<file path="src/rtl/guvm_mem_pkg.sv">
// Shared types and constants for the OBI-style memory responder.
// The pending-entry struct is sized from the package default widths below.
package guvm_mem_pkg;

    localparam int PKG_ADDR_W = 32;
    localparam int PKG_CNT_W  = 8;

    localparam logic [15:0] LFSR_SEED = 16'hACE1;
    // Taps 16,14,13,11 of a right-shifting Fibonacci LFSR sit at bits 0,2,3,5.
    localparam logic [15:0] LFSR_TAPS = 16'h002D;

    typedef struct packed {
        logic [PKG_ADDR_W-1:0] addr;
        logic                  we;
        logic [PKG_CNT_W-1:0]  cnt;
    } pend_entry_t;

    function automatic logic [15:0] lfsr_next(input logic [15:0] s);
        return {^(s & LFSR_TAPS), s[15:1]};
    endfunction

endpackage

</file>
<file path="src/rtl/guvm_mem_pending_fifo.sv">
// Pending-request FIFO: DEPTH entries, every slot's latency counter ages in
// parallel, pointers wrap explicitly at DEPTH-1 so any DEPTH works.
module guvm_mem_pending_fifo
    import guvm_mem_pkg::*;
#(
    parameter int DEPTH = 4,
    parameter int OCC_W = $clog2(DEPTH+1),
    parameter int PTR_W = (DEPTH > 1) ? $clog2(DEPTH) : 1
) (
    input  logic             clk,
    input  logic             rst,
    input  logic             push,
    input  pend_entry_t      push_entry,
    input  logic             pop,
    output logic             head_valid,
    output pend_entry_t      head,
    output logic             full,
    output logic [OCC_W-1:0] count
);

    pend_entry_t      mem [DEPTH];
    logic [PTR_W-1:0] wptr, rptr;

    function automatic logic [PTR_W-1:0] ptr_inc(input logic [PTR_W-1:0] p);
        return (p == PTR_W'(DEPTH-1)) ? '0 : p + 1'b1;
    endfunction

    always_ff @(posedge clk or posedge rst) begin
        if (rst) begin
            for (int i = 0; i < DEPTH; i++) mem[i] <= '0;
            wptr  <= '0;
            rptr  <= '0;
            count <= '0;
        end else begin
            // Idle slots age too; they are overwritten with a fresh count on push.
            for (int i = 0; i < DEPTH; i++)
                if (mem[i].cnt != '0) mem[i].cnt <= mem[i].cnt - 1'b1;
            if (push) begin
                mem[wptr] <= push_entry;
                wptr      <= ptr_inc(wptr);
            end
            if (pop) rptr <= ptr_inc(rptr);
            case ({push, pop})
                2'b10:   count <= count + 1'b1;
                2'b01:   count <= count - 1'b1;
                default: count <= count;
            endcase
        end
    end

    assign head_valid = (count != '0);
    assign head       = mem[rptr];
    assign full       = (count == OCC_W'(DEPTH));

endmodule

</file>
<file path="src/rtl/guvm_mem_responder.sv">
// OBI-style memory responder: bounded outstanding requests, fixed minimum
// latency, in-order responses. Optional random grant stall: GUVM_MEM_RAND_STALL_EN.
module guvm_mem_responder
    import guvm_mem_pkg::*;
#(
    parameter int ADDR_W  = 32,
    parameter int DATA_W  = 32,
    parameter int DEPTH   = 4,
    parameter int LATENCY = 1
) (
    input  logic                       clk_i,
    input  logic                       rst_i,
    input  logic                       req_i,
    output logic                       gnt_o,
    input  logic [ADDR_W-1:0]          addr_i,
    input  logic                       we_i,
    input  logic [DATA_W/8-1:0]        be_i,
    input  logic [DATA_W-1:0]          wdata_i,
    output logic                       rvalid_o,
    output logic [DATA_W-1:0]          rdata_o,
    input  logic                       stim_valid_i,
    input  logic [DATA_W-1:0]          stim_data_i,
    output logic                       stim_ready_o,
    output logic [ADDR_W-1:0]          rsp_addr_o,
    output logic                       wr_valid_o,
    output logic [ADDR_W-1:0]          wr_addr_o,
    output logic [DATA_W-1:0]          wr_data_o,
    output logic [DATA_W/8-1:0]        wr_be_o,
    output logic [$clog2(DEPTH+1)-1:0] pending_o
);

    logic        stall, full, head_valid, accept;
    pend_entry_t head, push_entry;

`ifdef GUVM_MEM_RAND_STALL_EN
    logic [15:0] lfsr;

    always_ff @(posedge clk_i or posedge rst_i) begin
        if (rst_i) lfsr <= LFSR_SEED;
        else       lfsr <= lfsr_next(lfsr);
    end

    assign stall = (lfsr[1:0] == 2'b00);
`else
    assign stall = 1'b0;
`endif

    // Grant depends only on registered occupancy, never on this cycle's pop.
    assign gnt_o  = req_i && !full && !stall && !rst_i;
    assign accept = gnt_o;

    always_comb begin
        push_entry      = '0;
        push_entry.addr = PKG_ADDR_W'(addr_i);
        push_entry.we   = we_i;
        push_entry.cnt  = PKG_CNT_W'(LATENCY-1);
    end

    guvm_mem_pending_fifo #(.DEPTH(DEPTH)) u_fifo (
        .clk        (clk_i),
        .rst        (rst_i),
        .push       (accept),
        .push_entry (push_entry),
        .pop        (rvalid_o),
        .head_valid (head_valid),
        .head       (head),
        .full       (full),
        .count      (pending_o)
    );

    assign rvalid_o     = head_valid && (head.cnt == '0) && (head.we || stim_valid_i);
    assign stim_ready_o = rvalid_o && !head.we;
    assign rdata_o      = (head_valid && !head.we) ? stim_data_i : '0;
    assign rsp_addr_o   = head.addr[ADDR_W-1:0];

    always_ff @(posedge clk_i or posedge rst_i) begin
        if (rst_i) begin
            wr_valid_o <= 1'b0;
            wr_addr_o  <= '0;
            wr_data_o  <= '0;
            wr_be_o    <= '0;
        end else begin
            wr_valid_o <= accept && we_i;
            if (accept && we_i) begin
                wr_addr_o <= addr_i;
                wr_data_o <= wdata_i;
                wr_be_o   <= be_i;
            end
        end
    end

endmodule

</file>
<file path="config.mk">
export PLATFORM = sky130hd
export DESIGN_NAME = guvm_mem_responder
export DESIGN_NICKNAME = d
export VERILOG_FILES = /design/src/rtl/guvm_mem_pkg.sv /design/src/rtl/guvm_mem_pending_fifo.sv /design/src/rtl/guvm_mem_responder.sv
export SDC_FILE = /design/constraint.sdc
export NUM_CORES = 1
export LEC_CHECK = 0
export ABC_AREA = 0
export BUFFER_PORTS_ARGS = -buffer_cell sky130_fd_sc_hd__buf_2
export CORE_MARGIN = 2
export CORE_UTILIZATION = 49
export DETAILED_ROUTE_END_ITERATION = 8
export PLACE_DENSITY_LB_ADDON = 0.3
export REMOVE_ABC_BUFFERS = 1
export SLEW_MARGIN = 20
export SYNTH_ARGS = -nofsm -noshare
export SYNTH_HDL_FRONTEND = slang
export SYNTH_SLANG_ARGS = --single-unit
</file>
<file path="constraint.sdc">
create_clock -name clk_i -period 8.64 [get_ports clk_i]
set_clock_uncertainty 0.05 [all_clocks]
set_input_delay 1.728 -clock clk_i [delete_from_list [all_inputs] [get_ports clk_i]]
set_output_delay 1.728 -clock clk_i [all_outputs]
set_load 0.01 [all_outputs]
</file>
# [Word level (Yosys, flattened, before mapping)]
# Index checks and enable logic that the tools add are counted.
[totals] register_bits=240 output_inout_bits=139 elab_cells=71
[classes] addsub=8 n_lt_le_gt_ge=3 eq_ne=5 n_mux=15 n_bitwise=2 n_reduce_logical=19
[op_table] cell="$bwmux W164" count=1
[op_table] cell="$mux W131" count=1
[op_table] cell="$mux W41" count=3
[op_table] cell="$bmux W41 S2" count=1
[op_table] cell="$demux W41 S2" count=1
[op_table] cell="$mux W32" count=1
[op_table] cell="$mux W8" count=4
[op_table] cell="$reduce_bool A8 Y1" count=4
[op_table] cell="$sub A8 B1 Y8 const B" count=4
[op_table] cell="$logic_and A1 B1 Y1" count=8
[op_table] cell="$logic_not A8 Y1" count=1
[op_table] cell="$eq A2 B2 Y1 const B" count=3
[op_table] cell="$ge A3 B3 Y1 const B" count=2
[op_table] cell="$not A2 Y3" count=2
[op_table] cell="$pmux W3 S2" count=1
[op_table] cell="$add A2 B1 Y2 const B" count=2
[op_table] cell="$mux W2" count=2
[op_table] cell="$add A3 B1 Y3 const B" count=1
[op_table] cell="$eq A3 B3 Y1 const B" count=1
[op_table] cell="$logic_not A1 Y1" count=3
[op_table] cell="$lt A3 B1 Y1 const B" count=1
[op_table] cell="$reduce_bool A3 Y1" count=1
[op_table] cell="$sub A3 B1 Y3 const B" count=1
[op_table] cell="$eq A2 B1 Y1 const B" count=1
[op_table] cell="2 further kinds" count=2

# [Depth between registers and ports, before layout]
[depth] word_depth=9 depth_mapped=12 depth_no_buf=10

# [By module]
# Synthesis repeated with hierarchy kept, for this count alone.
[unflattened] hier_cells=1037 area_unflattened_um2=11029.3
[modules_own_cells] module="guvm_mem_pending_fifo" n_inst=1 cells_each=846 area_per_inst_um2=8140.3 seq_area_each_um2=4279.1
[modules_own_cells] module="guvm_mem_responder" n_inst=1 cells_each=191 area_per_inst_um2=2889.0 seq_area_each_um2=1726.7

# [Worst setup path after synthesis]
# Ideal clock, no wire load.
[synth_timing] path_type="input port to output port" from="input port req_i" to="output port gnt_o" arrival_ns=2.531 required_time_ns=6.862 path_slack_ns=4.331 stages=4 cell_sequence="nor2b_1 and2_1 buf_6 clkbuf_1"
[synth_via] elab_chain_len=2
[synth_lines] element="start: declaration" line_no="guvm_mem_responder.sv:13" source="input logic req_i,"
[synth_lines] element="$logic_and A1 B1 Y1 (2 in series)" line_no="guvm_mem_responder.sv:49" source="assign gnt_o = req_i && !full && !stall && !rst_i;"
[synth_lines] element="end: declaration" line_no="guvm_mem_responder.sv:14" source="output logic gnt_o,"
# No other way between the ends.

# [Final worst setup path]
[layout_timing] from="input port rst_i" to="output port gnt_o"
[layout_via] elab_chain_len=2
[layout_lines] element="start: declaration" line_no="guvm_mem_responder.sv:12" source="input logic rst_i,"
[layout_lines] element="$logic_not A1 Y1 (no source line)"
[layout_lines] element="$logic_and A1 B1 Y1" line_no="guvm_mem_responder.sv:49"
# No other way between the ends.

==> qor.csv <==
metric,value,unit
max_cap_violations,0,
period_share,56.68,%
tns,0,ns
grt_first_pass_wirelength,34.84,mm
synth_edf_count,0,
p_int,3.277,mW
cts_buffers,26,
post_cts_resized,0,
rsz0062_at_grt,no,
p_clk_share,22.9,%
final_cell_area,0.01293,sq mm
die_h,151.2,um
timing.slew.headroom,47.40,%
rr_endpoint,u_fifo.count[2],
seqPwrFrac,39.7,%
crit_type,input pin to primary output,
ir_drop,170.3,uV
drive_gt1_share,53.81,%
fin_total_pwr,4.813,mW
worstHoldEndpoint,wr_data_o[5],
synthDistinctLibCells,48,
worst_pin_slew,0.7881,ns
cts-hold-fix-buffers,0,
grt-ovfl-total,0,
whs,0.4368,ns
post_cts_buffers,0,
fp.dieW,151.2,um
wl_per_cell,17.12,um
syn_area_per_cell,14.71,sq um
clockBufferDepth,3,
via_per_inst,5.275,
synthArstFlopShare,100.0,%
root_buffer,clkbuf_16,
grt_max_degree,118,
dieArea,0.02287,sq mm
port_buffers,243,
final_cell_mix,"buf_2 (243), dfrtp_1 (238), mux2_2 (191), nor2_1 (34), and2_1 (33)",
min_path_cells,1,
final.min_clock_period,4.897,ns
totalWireLength,21.57,mm
syn_area,0.01062,sq mm
pre_cts_ws,3.741,ns
min_from,wr_data_o[5],
final_common_cell,buf_2,
yosys_warnings,0,
crit_required,6.86,ns
final_util,61.12,%
r2r_cells,10,
htree_levels,1,
num_vias,6646,
crit_fanout,16,
swShare,31.91,%
cts_tree,done,
antenna_found_initial,1,
maxSlewViolCount,0,
timing_hold_violations_final,0,
ys_seq_elements,240,
leakagePower,6.150,nW
dp_hpwl,13.88,mm
end_kind,primary output,
holdCritPathClass,flop to flop,
grt_use_total,19.21,%
instances_no_fill,1260,
placedCellCount,1212,
arrival,3.12,ns
multiInputGateArea,0.004357,sq mm
switching_power,1.536,mW
drt_iter0_markers,244,
final_antenna_net_count,0,
synth_top_flop_cell,dfrtp_1,
area_growth,21.72,%
cts.reportedPaths.clkPinSlew,0.06,ns
core,0.02115,sq mm
fin_nets,1085,
cts_sinks,240,
r2r-start,u_fifo.mem[3],
startpoint_type,input pin,
fin_ws,3.743,ns
gp_congestion,0.7235,
fill_cells,1668,
drcViolationCount,0,
regArea,0.006008,sq mm
fmax,0.2042,GHz
num_rows,53,
initial_core_util,50.21,%
syn_inst,722,
p_per_area,372.3,mW/mm^2
grt_pass1_vias,6791,
first_pass_iters,4,
ys_seq_area_share,56.54,%
post_dp_cell_area,0.01206,sq mm
pwr-share-comb,37.3,%
setup_viol,0,
boundaryPins,244,
clock_latency,0.52,ns
diodes,0,
outcome,"complete, no violations",
r2r_slack,5.57,ns
state kept, by name, summed over array words and instances (netlist names):
name and count:
u_fifo.mem 164, wr_addr_o 32, wr_data_o 32, wr_be_o 4
u_fifo.count 3, u_fifo.rptr 2, u_fifo.wptr 2, wr_valid_o 1
worst max path at each step:
stage	startpoint	endpoint	slack (ns)	cells past startpoint
4_1_cts	rst_i	gnt_o	3.72	4
2_1_floorplan	rst_i	u_fifo.count[0]	0.27	1
3_3_place_gp	rst_i	gnt_o	3.77	4
6_report	rst_i	gnt_o	3.74	4
3_5_place_dp	rst_i	gnt_o	3.74	4
5_1_grt	rst_i	gnt_o	3.67	4
synthesized netlist by cell type, drive strengths merged, types with 2 or more instances:
cell type / instances / area [sq um]
dfrtp: 240 / 6006
mux2: 200 / 2252
nor2: 35 / 131.4
and2: 33 / 206.5
mux4: 32 / 720.7
buf: 26 / 167.7
inv: 20 / 75.07
xnor2: 20 / 175.2
ha: 14 / 175.2
nand2: 13 / 72.57
a21oi: 9 / 45.04
clkbuf: 9 / 33.78
or4: 7 / 60.06
xor2: 7 / 61.31
nor4: 6 / 37.54
nor2b: 4 / 25.02
nor3: 4 / 20.02
nor4b: 4 / 50.05
o21ai: 4 / 20.02
a221oi: 3 / 26.28
mux2i: 3 / 30.03
nand3: 3 / 15.01
o31ai: 3 / 22.52
or3: 3 / 18.77
a211o: 2 / 17.52
nand2b: 2 / 12.51
nand4: 2 / 12.51
o211ai: 2 / 15.01
o2bb2ai: 2 / 17.52
or2: 2 / 12.52
cell type report:
| class | count | area share, % |
|---|---|---|
| tap | 275 | 2.661 |
| multi-input combinational | 427 | 33.70 |
| clock buffer | 37 | 5.816 |
| sequential | 240 | 46.47 |
| inverter | 20 | 0.6387 |
| timing repair buffer | 250 | 9.813 |
| clock inverter | 11 | 0.9000 |
critical path, cell delays in order:
cell	delay (ns)
buf_2	0.13
nor2b_1	0.32
and2_1	0.68
buf_2	0.25
kinds of logic after synthesis:
group | synth area share [%]
fa+ha+maj | 1.838
mux | 28.27
compound gates | 1.850
buf+inv | 2.603
flops | 56.54
xor+xnor | 2.226
simple gates | 6.668
power groups by stage:
stage / sequential (mW) / clock [mW] / combinational, mW
after CTS: 1.91 / 1.14 / 1.83
after global placement: 1.90 / 0 / 1.78
after global routing: 1.98 / 1.18 / 1.99
after detailed placement: 1.93 / 0 / 1.83
after floorplan: 1.97 / 0 / 1.14
final: 1.91 / 1.10 / 1.80
metal layers:
layer  share of wire [%]  GRT usage [%]
met3                 6.9          4.759
met2                  49          33.26
met5               0.060              0
met1                  43          24.69
met4                 1.5          3.879
(Power assumes the default switching activity.)
